--- config.mk ---
export PLATFORM = sky130hd
export DESIGN_NAME = execute_unit_flat
export DESIGN_NICKNAME = d
export VERILOG_FILES = /design/src/rtl/eightbit_pkg.sv /design/src/rtl/execute_unit_if.sv /design/src/rtl/exec_alu.sv /design/src/rtl/execute_unit.sv /design/src/flat_wrapper.sv
export SDC_FILE = /design/constraint.sdc
export NUM_CORES = 1
export LEC_CHECK = 0
export ABC_AREA = 1
export BUFFER_PORTS_ARGS = -buffer_cell sky130_fd_sc_hd__buf_2
export CORE_MARGIN = 5
export CORE_UTILIZATION = 40
export CTS_CLUSTER_SIZE = 25
export DETAILED_ROUTE_END_ITERATION = 7
export SLEW_MARGIN = 20
export SYNTH_ARGS = -nofsm -noshare
export SYNTH_HDL_FRONTEND = slang
export SYNTH_HIERARCHICAL = 1
export SYNTH_SLANG_ARGS = --single-unit
--- constraint.sdc ---
create_clock -name clk -period 1.99 [get_ports clk]
set_clock_uncertainty 0.05 [all_clocks]
set_input_delay 0.199 -clock clk [delete_from_list [all_inputs] [get_ports clk]]
set_output_delay 0.199 -clock clk [all_outputs]
set_load 0.01 [all_outputs]
--- src/rtl/eightbit_pkg.sv ---
// Shared encodings for the 8-bit core.
// Covers instruction types, ALU ops, execute FSM states and page defaults.
package eightbit_pkg;

   typedef enum logic [1:0] {
      IT_JMP   = 2'b00,
      IT_LOAD  = 2'b01,
      IT_STORE = 2'b10,
      IT_ALU   = 2'b11
   } inst_t;

   typedef enum logic [1:0] {
      OP_ADD  = 2'b00,
      OP_SUB  = 2'b01,
      OP_NAND = 2'b10,
      OP_MOV  = 2'b11
   } alu_op_t;

   localparam logic [2:0] S_IDLE    = 3'd0;
   localparam logic [2:0] S_MEM_RD  = 3'd1;
   localparam logic [2:0] S_MEM_CAP = 3'd2;
   localparam logic [2:0] S_MEM_WR  = 3'd3;
   localparam logic [2:0] S_RETIRE  = 3'd4;

   localparam logic [1:0] DATA_PAGE_DEF = 2'b01;
   localparam logic [1:0] JUMP_PAGE_DEF = 2'b00;

endpackage

--- src/rtl/execute_unit_if.sv ---
// Data-memory port of the execute stage.
// The master drives address, write data and write enable.
interface execute_unit_if;
   logic [7:0] mem_addr;
   logic [7:0] mem_wdata;
   logic [7:0] mem_rdata;
   logic       mem_we;

   modport master (
      output mem_addr,
      output mem_wdata,
      output mem_we,
      input  mem_rdata
   );

   modport slave (
      input  mem_addr,
      input  mem_wdata,
      input  mem_we,
      output mem_rdata
   );
endinterface

--- src/rtl/exec_alu.sv ---
// Combinational ALU for the execute stage.
// The carry flag only moves for ADD/SUB; carry_valid says when.
module exec_alu
   import eightbit_pkg::*;
(
   input  logic [7:0] a,
   input  logic [7:0] b,
   input  logic [1:0] op,
   input  logic       srcdst,
   output logic [7:0] result,
   output logic       carry,
   output logic       carry_valid
);

   logic [8:0] sum;
   logic [8:0] dif;

   assign sum = {1'b0, a} + {1'b0, b};
   // Bit 8 of the 9-bit difference is the unsigned borrow
   assign dif = {1'b0, a} - {1'b0, b};

   always_comb begin
      result      = '0;
      carry       = 1'b0;
      carry_valid = 1'b0;
      unique case (1'b1)
         op == OP_ADD: begin
            result      = sum[7:0];
            carry       = sum[8];
            carry_valid = 1'b1;
         end
         op == OP_SUB: begin
            result      = dif[7:0];
            carry       = dif[8];
            carry_valid = 1'b1;
         end
         op == OP_NAND: result = ~(a & b);
         default:       result = srcdst ? a : b;
      endcase
   end

endmodule

--- src/rtl/execute_unit.sv ---
// Execute stage: owns A/B, Z/C, the data-memory port and next-PC.
// One instruction in flight; en while busy is dropped.
module execute_unit
   import eightbit_pkg::*;
#(
   parameter logic [1:0] DATA_PAGE = DATA_PAGE_DEF,
   parameter logic [1:0] JUMP_PAGE = JUMP_PAGE_DEF
) (
   input  logic           clk,
   input  logic           rst_n,
   input  logic           en,
   input  logic [1:0]     inst_type,
   input  logic [5:0]     addr,
   input  logic           srcdst,
   input  logic [7:0]     pc_in,
   execute_unit_if.master dbus,
   output logic           busy,
   output logic           done,
   output logic [7:0]     pc_next,
   output logic [7:0]     a_out,
   output logic [7:0]     b_out,
   output logic           flag_z,
   output logic           flag_c
);

   logic [2:0] state;
   logic [7:0] a_q, b_q;
   logic       z_q, c_q, sd_q;
   logic [7:0] alu_res;
   logic       alu_c, alu_cv;
   logic [7:0] sel_reg;

   exec_alu u_alu (
      .a           (a_q),
      .b           (b_q),
      .op          (addr[1:0]),
      .srcdst      (srcdst),
      .result      (alu_res),
      .carry       (alu_c),
      .carry_valid (alu_cv)
   );

   assign sel_reg = srcdst ? b_q : a_q;
   assign busy    = (state != S_IDLE);
   assign done    = (state == S_RETIRE);
   assign a_out   = a_q;
   assign b_out   = b_q;
   assign flag_z  = z_q;
   assign flag_c  = c_q;

   always_ff @(posedge clk or negedge rst_n) begin
      if (!rst_n) begin
         state          <= S_IDLE;
         a_q            <= '0;
         b_q            <= '0;
         z_q            <= 1'b0;
         c_q            <= 1'b0;
         sd_q           <= 1'b0;
         pc_next        <= '0;
         dbus.mem_addr  <= '0;
         dbus.mem_wdata <= '0;
         dbus.mem_we    <= 1'b0;
      end else begin
         unique case (state)
            S_IDLE: if (en) begin
               sd_q    <= srcdst;
               pc_next <= (inst_type == IT_JMP) ?
                          {JUMP_PAGE, addr} : pc_in + 8'd1;
               // JMP/ALU finish on this edge; memory ops start their access
               unique case (1'b1)
                  inst_type == IT_JMP: state <= S_RETIRE;
                  inst_type == IT_ALU: begin
                     state <= S_RETIRE;
                     if (srcdst) b_q <= alu_res;
                     else        a_q <= alu_res;
                     z_q <= (alu_res == 8'h00);
                     if (alu_cv) c_q <= alu_c;
                  end
                  inst_type == IT_STORE: begin
                     state          <= S_MEM_WR;
                     dbus.mem_addr  <= {DATA_PAGE, addr};
                     dbus.mem_wdata <= sel_reg;
                     dbus.mem_we    <= 1'b1;
                  end
                  default: begin
                     state         <= S_MEM_RD;
                     dbus.mem_addr <= {DATA_PAGE, addr};
                  end
               endcase
            end
            S_MEM_RD: state <= S_MEM_CAP;
            S_MEM_CAP: begin
               state <= S_RETIRE;
               if (sd_q) b_q <= dbus.mem_rdata;
               else      a_q <= dbus.mem_rdata;
               z_q <= (dbus.mem_rdata == 8'h00);
            end
            S_MEM_WR: begin
               state       <= S_RETIRE;
               dbus.mem_we <= 1'b0;
            end
            default: state <= S_IDLE;
         endcase
      end
   end

endmodule

--- src/flat_wrapper.sv ---
// flat-port wrapper written by rule: the top's interface ports become plain ports
module execute_unit_flat import eightbit_pkg::*;
#(
   parameter logic [1:0] DATA_PAGE = DATA_PAGE_DEF,
   parameter logic [1:0] JUMP_PAGE = JUMP_PAGE_DEF
)
  (clk, rst_n, en, inst_type, addr, srcdst, pc_in, busy, done, pc_next, a_out, b_out, flag_z, flag_c, dbus_mem_addr, dbus_mem_wdata, dbus_mem_we, dbus_mem_rdata);
  execute_unit_if dbus_i ();
  input  logic clk;
  input  logic rst_n;
  input  logic en;
  input  logic [1:0] inst_type;
  input  logic [5:0] addr;
  input  logic srcdst;
  input  logic [7:0] pc_in;
  output logic busy;
  output logic done;
  output logic [7:0] pc_next;
  output logic [7:0] a_out;
  output logic [7:0] b_out;
  output logic flag_z;
  output logic flag_c;
  output wire logic [$bits(dbus_i.mem_addr)-1:0] dbus_mem_addr;
  output wire logic [$bits(dbus_i.mem_wdata)-1:0] dbus_mem_wdata;
  output wire logic [$bits(dbus_i.mem_we)-1:0] dbus_mem_we;
  input wire logic [$bits(dbus_i.mem_rdata)-1:0] dbus_mem_rdata;
  assign dbus_mem_addr = dbus_i.mem_addr;
  assign dbus_mem_wdata = dbus_i.mem_wdata;
  assign dbus_mem_we = dbus_i.mem_we;
  assign dbus_i.mem_rdata = dbus_mem_rdata;
  execute_unit #(.DATA_PAGE(DATA_PAGE), .JUMP_PAGE(JUMP_PAGE)) u_core (.clk(clk), .rst_n(rst_n), .en(en), .inst_type(inst_type), .addr(addr), .srcdst(srcdst), .pc_in(pc_in), .dbus(dbus_i), .busy(busy), .done(done), .pc_next(pc_next), .a_out(a_out), .b_out(b_out), .flag_z(flag_z), .flag_c(flag_c));
endmodule
==> reports/qor.csv <==
metric;value;unit
final worst path period need;2130;ps
Final Instance Area;4490;um2
die area;10900;um2
number of synthesized register bits;46;
crit-path max cell delay;490;ps
RSZ-0062 raised after global routing;yes;
First-pass DRT Iterations;5;
sequential fraction of the synthesis area;32.4;%
Port Buf Inserts;71;
synthesized area per cell;7.07;um2
clock sink total;46;
CTS tree;done;
crit path kind;reg2reg;
initial antenna violation count;0;
P per Cell Area;1550;nW/um2
Starting Density;41.0;%
status;finished with violations;
hpwl dp;8.70;mm
share of cells above drive strength 1;32.0;%
final setup violation count;8;
Simple-Gate Fraction of Synth Area;37.8;%
clock-pin slew on the worst setup and hold paths;90;ps
first-pass GRT wire length;18.3;mm
complex-gate fraction of the synthesized area;10.9;%
placer's final routability congestion estimate;0.894;
H-tree depth;2;
Starting DRT DRC Count;180;
Worst Hold Class;in2reg;
Startpoint Class;flip-flop;
via count;3662;
Max Fclk;469;MHz
failing checks;setup timing;
Critical Path RT;2180;ps
CP Cell Sequence;buf_4, fa_2, nand2_1, nand2_2, nand3_2, nand2_1, nand2_2, nand3_1, nand4_1, buf_4, nand2_1, nand2_1, nand3_1, nand2_1;
largest net degree at the start of global routing;47;
via/cell ratio;5.09;
io pins;73;
setup ws final;-143;ps
maximum vdd drop;695;uV
cell leakage power;2.44;nW
arrival time at the worst endpoint;2320;ps
max_cap viols;0;
Bufs on Longest Clock Path;2;
normalized max-slew margin;66.0;%
Slew Viols, Final;0;
Fin. Hold Viols;0;
most used cell, CP;nand2_1;
distinct cell type count after synthesis;39;
Worst-Skew Late Latency;300;ps
Post-Route WL;10.9;mm
gr ovfl total;0;
largest family of logic cells by synthesized area;simple AND/OR/NAND/NOR gates;
placed insts;707;
Num CTS Buffers;5;
mux contribution to synthesized area;0;%
vias in the first global route;3639;
Die Span Y;104;um
# nets final;662;
xor and xnor area share after synthesis;0.246;%
die width;104;um
Syn. warnings;6;
DRC;0;
Final Cycle Share;107;%
post-synthesis cell count;503;
Clock Tree Root;clkbuf_8;
wire length per cell after detailed routing;15.2;um
Area Growth Syn to Fin;26.3;%
Antenna Violating Nets Remaining;0;
Diodes inserted;0;
CP Max Fanout;7;
row count;34;
dpl cell area;4240;um2
Slowest-stage cell, CP;dfrtp_2;
Core Box Area;8680;um2
post-place setup slack;-140;ps
Critical Path End Type;flip-flop;
Synth Net Count;554;
Post-Syn Area;3550;um2
Finished Layout Cells;720;
GRT Total Usage;20.4;%
slew at the pin closest to its max-slew limit;505;ps
Synth Area in Adders;8.52;%
## repair_timing
action                                  CTS  global route
endpoints found under the setup margin   13            16
resized for setup                         9            20
hold endpoints to repair                 46             0
hold buffers                              1             0
buffers inserted                          1             3
pin swaps                                 7            18
## state kept, by name (all words and copies together), names as in the netlist
register	flops
u_core/dbus.mem_we	1
u_core/pc_next	8
u_core/b_out	8
u_core/flag_c	1
u_core/a_out	8
u_core/dbus.mem_addr	7
u_core/flag_z	1
u_core/sd_q	1
u_core/dbus.mem_wdata	8
u_core/state	3
## path summary, 6_finish.rpt
path	slack [ps]	cells after the start	end	from
worst max-delay path	-140	14	u_core/a_out[6]	u_core/a_out[1]
worst min-delay path	60	3	u_core/dbus.mem_addr[3]	addr[3]
worst max register to register	-140	14	u_core/a_out[6]	u_core/a_out[1]
worst min register to register	420	1	u_core/dbus.mem_addr[6]	u_core/dbus.mem_addr[6]
max in group asynchronous	1300	3	u_core/b_out[0]	rst_n
min in group asynchronous	350	3	u_core/state[1]	rst_n
## kinds of logic after synthesis
kind of cell	count (synthesis)
flip-flops	46
other	1
AO/OA/AOI/OAI	68
adder cells (fa/ha/maj)	23
AND/OR/NAND/NOR	287
buffers and inverters	77
XOR/XNOR	1
## synth_stat cells (all sizes together)
master,instances,area [um2]
nand3,63,333
o21ai,41,213
a2bb2oi,1,8.76
a21oi,18,101
or2,10,62.6
a21boi,1,7.51
conb,1,3.75
o2111ai,3,26.3
inv,63,241
ha,21,263
fa,2,40.0
clkbuf,2,7.51
buf,12,109
nand2,170,698
nand4,8,65.1
dfrtp,46,1150
o21bai,2,15.0
nor3,2,10.0
xnor2,1,8.76
a21o,1,7.51
o221ai,1,8.76
nor2,34,174
## metrics by stage
stage	util [%]	setup TNS, ps	hold slack [ps]	power (W)
after global placement	48.9	-256	151	0.00592
after CTS	50.6	-478	48.9	0.00675
after global routing	51.7	-2190	70.0	0.00759
after floorplan	-	0	-147	0.00435
after detailed placement	48.9	-492	154	0.00601
final	51.7	-703	56.7	0.00695
## power breakdown
part / internal [W] / switching [W] / total, W / leakage (nW)
registers: 0.00134 / 0.000287 / 0.00162 / 0.571
clock network: 0.000249 / 0.000331 / 0.000579 / 0.0452
logic: 0.00201 / 0.00274 / 0.00475 / 1.83
total: 0.00359 / 0.00336 / 0.00695 / 2.44
## placed cells by master, fill, tap and decap left out, drive strengths merged
master,Yosys,layout
a21boi,1,1
a21o,1,1
a21oi,18,18
a2bb2oi,1,1
buf,12,114
clkbuf,2,6
clkinv,0,2
conb,1,1
dfrtp,46,46
dlygate4sd3,0,1
fa,2,2
ha,21,21
inv,63,63
nand2,170,170
nand3,63,63
nand4,8,8
nor2,34,34
nor3,2,2
o2111ai,3,3
o21ai,41,41
o21bai,2,2
o221ai,1,1
or2,10,10
xnor2,1,1
## metal layers
layer	global-route usage, %	vias to the layer above	wire (um)
met3	3.04	15	553
met2	33.1	110	5260
li1	-	1836	-
met4	6.85	0	288
met5	0	-	0
met1	27.7	1701	4840
## worst max-delay path: cells and delay by family (launching register included)
kind                       cells  cell delay [ps]
DFF                            1              490
and+or+nand+nor               11              840
adders and majority gates      1              410
buffers and inverters          2              290
## area by class of cell
cell class / count / area, um2
multi-input combinational: 380 / 2170
fill: 905 / 4190
inverter: 63 / 241
sequential: 46 / 1150
tap: 108 / 135
timing repair buffer: 115 / 701
clock buffer: 6 / 72.6
clock inverter: 2 / 13.8
No activity file was read; power rests on OpenSTA's default activity.
